===== config.mk =====
export PLATFORM = sky130hd
export DESIGN_NAME = adc_spi_capture
export DESIGN_NICKNAME = d
export VERILOG_FILES = /design/src/rtl/adc_pkg.sv /design/src/rtl/spi_sclk_gen.sv /design/src/rtl/adc_spi_capture.sv
export SDC_FILE = /design/constraint.sdc
export NUM_CORES = 1
export LEC_CHECK = 0
export CORE_AREA = 5 5 64 66
export DETAILED_ROUTE_END_ITERATION = 10
export DIE_AREA = 0 0 69 71
export PLACE_DENSITY = 0.75
export SLEW_MARGIN = 30
export SYNTH_ARGS = -nofsm -noshare
export SYNTH_HDL_FRONTEND = slang
export SYNTH_SLANG_ARGS = --single-unit

===== constraint.sdc =====
create_clock -name clk -period 2.4 [get_ports clk]
set_input_delay 0.48 -clock clk [delete_from_list [all_inputs] [get_ports clk]]
set_output_delay 0.48 -clock clk [all_outputs]
set_load 0.02 [all_outputs]

===== src/rtl/adc_pkg.sv =====
// Shared constants and FSM state type for the serial ADC capture front end.
package adc_pkg;
  localparam int SAMPLE_W   = 12;
  localparam int FRAME_BITS = 16;
  localparam int LEAD_ZEROS = 4;
  localparam int BCNT_W     = $clog2(FRAME_BITS);

  typedef enum logic [1:0] {IDLE, CONV, DONE} state_t;
endpackage


===== src/rtl/spi_sclk_gen.sv =====
// SCLK divider: sclk idles high, toggles every CLK_DIV clk cycles while active.
// rise_tick/fall_tick flag the clk edge that drives sclk 0->1 / 1->0.
module spi_sclk_gen #(
  parameter int CLK_DIV = 4
) (
  input  logic clk,
  input  logic reset,
  input  logic active,
  output logic sclk,
  output logic rise_tick,
  output logic fall_tick
);
  localparam int DW = $clog2(CLK_DIV);

  logic [DW-1:0] dcnt;
  logic          wrap;

  assign wrap      = active && (dcnt == DW'(CLK_DIV - 1));
  assign rise_tick = wrap && !sclk;
  assign fall_tick = wrap && sclk;

  always_ff @(posedge clk) begin
    if (reset || !active) begin
      dcnt <= '0;
      sclk <= 1'b1;
    end else if (wrap) begin
      dcnt <= '0;
      sclk <= ~sclk;
    end else begin
      dcnt <= dcnt + 1'b1;
    end
  end
endmodule


===== src/rtl/adc_spi_capture.sv =====
// Periodic 16-SCLK serial ADC frame capture (4 leading zeros + 12 data bits, MSB first).
// Define ADC_FRAME_CHECK_EN to build the sticky leading-zero check on frame_err.
module adc_spi_capture
  import adc_pkg::*;
#(
  parameter int CLK_DIV       = 4,
  parameter int SAMPLE_PERIOD = 2268
) (
  input  logic                clk,
  input  logic                reset,
  input  logic                enable,
  input  logic                sdata,
  output logic                cs_n,
  output logic                sclk,
  output logic [SAMPLE_W-1:0] sample,
  output logic                sample_valid,
  output logic                busy,
  output logic                frame_err
);
  localparam int DATA_W = SAMPLE_W;
  localparam int PW     = $clog2(SAMPLE_PERIOD);

  generate
    if (CLK_DIV < 2) begin : g_bad_div
      $error("adc_spi_capture: CLK_DIV must be >= 2");
    end
    if (SAMPLE_PERIOD < 32 * CLK_DIV + 2) begin : g_bad_period
      $error("adc_spi_capture: SAMPLE_PERIOD must be >= 32*CLK_DIV+2");
    end
  endgenerate

  state_t              state, state_nx;
  logic [PW-1:0]       pcnt;
  logic [BCNT_W-1:0]   bcnt;
  logic                last_bit;
  logic [DATA_W-1:0]   shreg;
  logic [DATA_W-1:0]   sample_q;
  logic                start;
  logic                frame_end;
  logic                rise_tick;
  logic                unused_fall_tick;

  spi_sclk_gen #(.CLK_DIV(CLK_DIV)) u_sclk (
    .clk       (clk),
    .reset     (reset),
    .active    (!cs_n),
    .sclk      (sclk),
    .rise_tick (rise_tick),
    .fall_tick (unused_fall_tick)
  );

  assign start     = enable && (pcnt == '0);
  assign frame_end = (state == CONV) && (state_nx == DONE);

  always_ff @(posedge clk) begin
    if (reset) state <= IDLE;
    else       state <= state_nx;
  end

  // DONE may chain straight into CONV so the minimum period is 32*CLK_DIV+2.
  always_comb begin
    state_nx = state;
    case (state)
      IDLE:    if (start) state_nx = CONV;
      CONV:    if (last_bit) state_nx = DONE;
      DONE:    state_nx = start ? CONV : IDLE;
      default: state_nx = IDLE;
    endcase
  end

  assign cs_n         = (state != CONV);
  assign busy         = (state == CONV);
  assign sample_valid = (state == DONE);
  assign sample       = sample_q;

  always_ff @(posedge clk) begin
    if (reset) begin
      pcnt     <= '0;
      bcnt     <= '0;
      last_bit <= 1'b0;
      shreg    <= '0;
      sample_q <= '0;
    end else begin
      if (!enable || pcnt == PW'(SAMPLE_PERIOD - 1)) pcnt <= '0;
      else                                           pcnt <= pcnt + 1'b1;

      // Leading zeros shift through and fall off the top of the 12-bit register.
      if (state != CONV) begin
        bcnt     <= '0;
        last_bit <= 1'b0;
      end else if (rise_tick) begin
        shreg <= {shreg[DATA_W-2:0], sdata};
        bcnt  <= bcnt + 1'b1;
        if (bcnt == BCNT_W'(FRAME_BITS - 1)) last_bit <= 1'b1;
      end

      if (frame_end) sample_q <= shreg;
    end
  end

`ifdef ADC_FRAME_CHECK_EN
  logic lead_bad;
  logic err_q;

  always_ff @(posedge clk) begin
    if (reset) begin
      lead_bad <= 1'b0;
      err_q    <= 1'b0;
    end else begin
      if (state != CONV)
        lead_bad <= 1'b0;
      else if (rise_tick && bcnt < BCNT_W'(LEAD_ZEROS) && sdata)
        lead_bad <= 1'b1;
      if (frame_end && lead_bad) err_q <= 1'b1;
    end
  end

  assign frame_err = err_q;
`else
  assign frame_err = 1'b0;
`endif
endmodule


Word level (Yosys, flattened, before mapping)

Index checks and enable logic that the tools add are counted.

Flip-flop bits (word level): 46
Output and inout port bits: 17

Add/sub/neg operators: 3
Bitwise logic cells: 2
Reductions and logical operators: 16
Equal/unequal tests: 7
Mux-type cells: 4

Operators by type and width:

| kind                                                   | number |
|---|---|
| adder 12 x 1 -> 12 bit (second input constant)         | 1 |
| equality test 12 bit (second input constant)           | 1 |
| zero test 12 bit                                       | 1 |
| equality test 2 bit (second input constant)            | 3 |
| case mux 2 bit (3 select lines)                        | 1 |
| OR reduction 2 bit                                     | 3 |
| adder 4 x 1 -> 4 bit (second input constant)           | 1 |
| equality test 4 bit (second input constant)            | 1 |
| logical AND 1 bit                                      | 4 |
| 2-to-1 mux 2 bit                                       | 2 |
| AND reduction 2 bit                                    | 2 |
| zero test 1 bit                                        | 3 |
| adder 2 x 1 -> 2 bit (second input constant)           | 1 |
| equality test 2 x 1 -> 1 bit (second input constant)   | 1 |
| zero test 2 bit                                        | 1 |
| logical OR 1 bit                                       | 2 |
| inequality test 2 x 1 -> 1 bit (second input constant) | 1 |
| inverter 1 bit                                         | 2 |
| 2-to-1 mux 1 bit                                       | 1 |

Longest topological paths before layout

Depth after elaboration: 6
Gate-level depth with buffers: 6
Mapped depth without buffers: 5

Modules after synthesis

Synthesis repeated with hierarchy kept, for this count alone.

Cell total of the unflattened synthesis: 184
Area total of the unflattened synthesis: 1840.5 um^2

Modules (own cells, without submodules):

| module          | times used | area each (um^2) | cells an instance |
|---|---|---|---|
| adc_spi_capture | 1          | 1709.1           | 173 |
| spi_sclk_gen    | 1          | 131.4            | 11 |

Least setup slack after synthesis

No wires, ideal clock.

Path type: register -> register
Start point: register pcnt[5]
End point: register pcnt[10]
Buffers on the path: 1
Arrival time: 1662 ps
Setup time: 115 ps
Slack: 623 ps
Cell stages (with the launch flop): 6
Path through: dfxtp_1 -> or4_1 -> or4_1 -> nand3b_2 -> buf_6 -> nor2_1

Cells in the longest elaborated chain, start to end: 3

RTL lines:

| element                                                                        | RTL line              | text |
|---|---|---|
| from (decl)                                                                    | adc_spi_capture.sv:33 | `logic [PW-1:0] pcnt;` |
| from (signal assigned)                                                         | adc_spi_capture.sv:85 | `else pcnt <= pcnt + 1'b1;` |
| parallel branches: the longest is 3 deep, another holds adder 12 x 1 -> 12 bit | n/a                   |  |

Parallel ways; which one is timed is not known.
A chain may end at the register's enable or synchronous reset.

Final worst setup path

Start point: register state[1]
End point: output port busy

Cells in the longest elaborated chain, start to end: 1

RTL lines:

| element                      | RTL line              | text |
|---|---|---|
| from (decl)                  | adc_spi_capture.sv:32 | `state_t state, state_nx;` |
| from (signal assigned)       | adc_spi_capture.sv:57 | `else state <= state_nx;` |
| equality test 2 x 1 -> 1 bit | adc_spi_capture.sv:72 | `assign busy = (state == CONV);` |
| to (decl)                    | adc_spi_capture.sv:17 | `output logic busy,` |

Every way passes these cells.

==> flow_summary.toml <==
[detailed_routing]
vias_per_cell = 4.99
initialDrtViolationCount = 101
drcViolationCount = 0
vias = 1382
wl_per_cell_um = 11.4
wl_um = 3160
firstDrtPassIters = 4
drtAntennaViolNets = 0

[global_routing]
track_usage_pct = 13.6
overflow = 0
antenna_found_initial = 0
grt_max_degree = 25
grt_pass1_vias = 1272
grt_pass1_wl_um = 5550

[yosys]
synth.area.top_cells = "dfxtp_1, nand2_1, a21oi_1"
synth_edf_count = 0
synth_top_area_share_pct = 51.8
netlist_area_mm2 = 0.00178
synth_cell_types = 26
synth.avg_cell_area_um2 = 8.42
synth_fp_nets = 219
ys_ff_latch = 46
syn_inst = 211
yosys.area.top_type = "dfxtp_1"
synth_flop_cell = "dfxtp_1"
synth_seq_area_share_pct = 51.8
ys_warn_count = 0
async_flop_share_pct = 0

[sta]
period_share_pct = 87.7
fmax_mhz = 475
relSlewSlack_pct = 49.1
final_max_slew_viol_count = 0
final-setup-viol-count = 0
rsz0062_at_grt = "false"
hold_viol_final = 0
finalCriticalPeriod_ns = 2.11
worstMarginPinSlew_ns = 0.761
finalClockSkew_ns = 0.0114
setup_tns_ns = 0

[critical_path]
timing.rr.end = "pcnt[2]"
cp-startpoint = "state[1]"
worst_setup_path_end_kind = "output pin"
worstSetupEndpoint = "busy"
cp.arrival_ns = 1.63
r2r_start = "pcnt[5]"
cp-start-kind = "flip-flop"
required_ns = 1.92
rrSetupSlack_ns = 0.48
reg2reg_depth = 4
crit_fanout = 4
crit_type = "reg2out"

[cts]
insertion_delay_ns = 0.35
postCtsHoldBufs = 0
cts_tree = "yes"
numCtsBuffers = 5
root_buffer = "clkbuf_4"
clk_pin_slew_ns = 0.13
cts_sinks = 46
post_cts_buffers = 0
htreeDepth = 2
cts-resized-gates = 0
clockBufferDepth = 2

[placement]
dp.cells = 269
dp_hpwl_um = 2180
port-buffer-count = 19
place_congestion = 0.811

[cells_and_area]
areaGrowthSynthToFinish_pct = 15.2
diodes = 0
final_cells = 277
layout-drive-gt1-share_pct = 5.24
nNetsFinal = 236
final_cell_mix = "nand2_1, dfxtp_1, a21oi_1"
final_common_cell = "nand2_1"

[job]
drv_cap = 0

[die]
die_h_um = 71
row_count = 22
dieArea_mm2 = 0.00490
die_x_um = 69
start_util_pct = 50.4
boundaryPins = 21
core_area_mm2 = 0.00352

[power_and_ir_drop]
p_leak_nw = 0.667
pwr_density_cell_mw_per_mm2 = 579
vdd_drop_max_v = 0.000353
total_power_mw = 1.18

[min_path]
min_from = "u_sclk.dcnt[0]"
hold_class = "reg2reg"

[run_status]
status = "finished, final reports clean"
routing by layer:
| metal | share of wire (%) | vias to the layer above | wire [µm] | track usage, % |
|---|---|---|---|---|
| li1 | - | 717 | - | - |
| met3 | 4.1 | 7 | 131 | 3.69 |
| met5 | 0 | - | 0 | 0 |
| met4 | 1.6 | 0 | 50 | 5.21 |
| met1 | 48 | 631 | 1520 | 16.8 |
| met2 | 46 | 27 | 1450 | 22.5 |
through the flow:
stage | setup slack (ns) | cell area, µm² | hold WS (ns) | utilization, %
finish | 0.295 | 2050 | 0.447 | 58.1
detailed placement | 0.504 | 1990 | 0.432 | 56.4
global route | 0.193 | 2050 | 0.471 | 58.1
floorplan | 0.623 | 1780 | 0.404 | -
CTS | 0.278 | 2050 | 0.451 | 58.1
global placement | 0.549 | 1990 | 0.415 | 56.4
worst max-delay path, cell delays in order (launching register included):
cell	delay (ns)
dfxtp_1	0.35
nand2b_1	0.19
inv_1	0.12
clkdlybuf4s50_1	0.61
kinds of logic after synthesis:
family | after synthesis | synth area share, %
and+or+nand+nor | 102 | 26.0
DFF | 46 | 51.8
AOI/OAI and AO/OA | 27 | 7.61
buffers and inverters | 17 | 4.65
xor gates and xnor gates | 14 | 6.90
adders and majority gates | 4 | 2.82
other | 1 | 0.211
cell usage after synthesis, types with 4 or more instances:
cell       n
a21oi_1   26
nor3_1     4
ha_1       4
nand4_1    6
clkbuf_1   8
xor2_1     7
inv_1      6
nor2_1    20
dfxtp_1   46
xnor2_1    7
nand2_1   56
worst min-delay path by stage:
| stage | to | slack (ns) | depth (start not counted) |
|---|---|---|---|
| finish | u_sclk.dcnt[0] | 0.45 | 1 |
| global route | u_sclk.dcnt[0] | 0.47 | 1 |
| CTS | u_sclk.dcnt[0] | 0.45 | 1 |
| detailed placement | u_sclk.dcnt[0] | 0.43 | 1 |
| global placement | u_sclk.dcnt[0] | 0.42 | 1 |
| floorplan | u_sclk.dcnt[0] | 0.40 | 1 |
registers in the layout (all words and copies together) (netlist names):
register and cells:
pcnt 12, last_bit 1, bcnt 4, shreg 12, u_sclk.sclk 1, state 2
sample 12, u_sclk.dcnt 2
layout make-up:
type / count / area [µm²]
fillers: 334 / 1480
clock buffers: 5 / 37.5
repair buffers: 21 / 205
multi-input cells: 148 / 779
well taps: 48 / 60.1
inverters: 6 / 22.5
clock inverters: 3 / 21.3
flip-flops and latches: 46 / 921
power by group:
group	switching, mW	leakage, nW	total (mW)	internal, mW
logic	0.0294	0.265	0.0492	0.0198
registers	0.00459	0.371	0.774	0.769
clock network	0.248	0.0312	0.362	0.114
total	0.282	0.667	1.18	0.903
(Power assumes the default switching activity.)
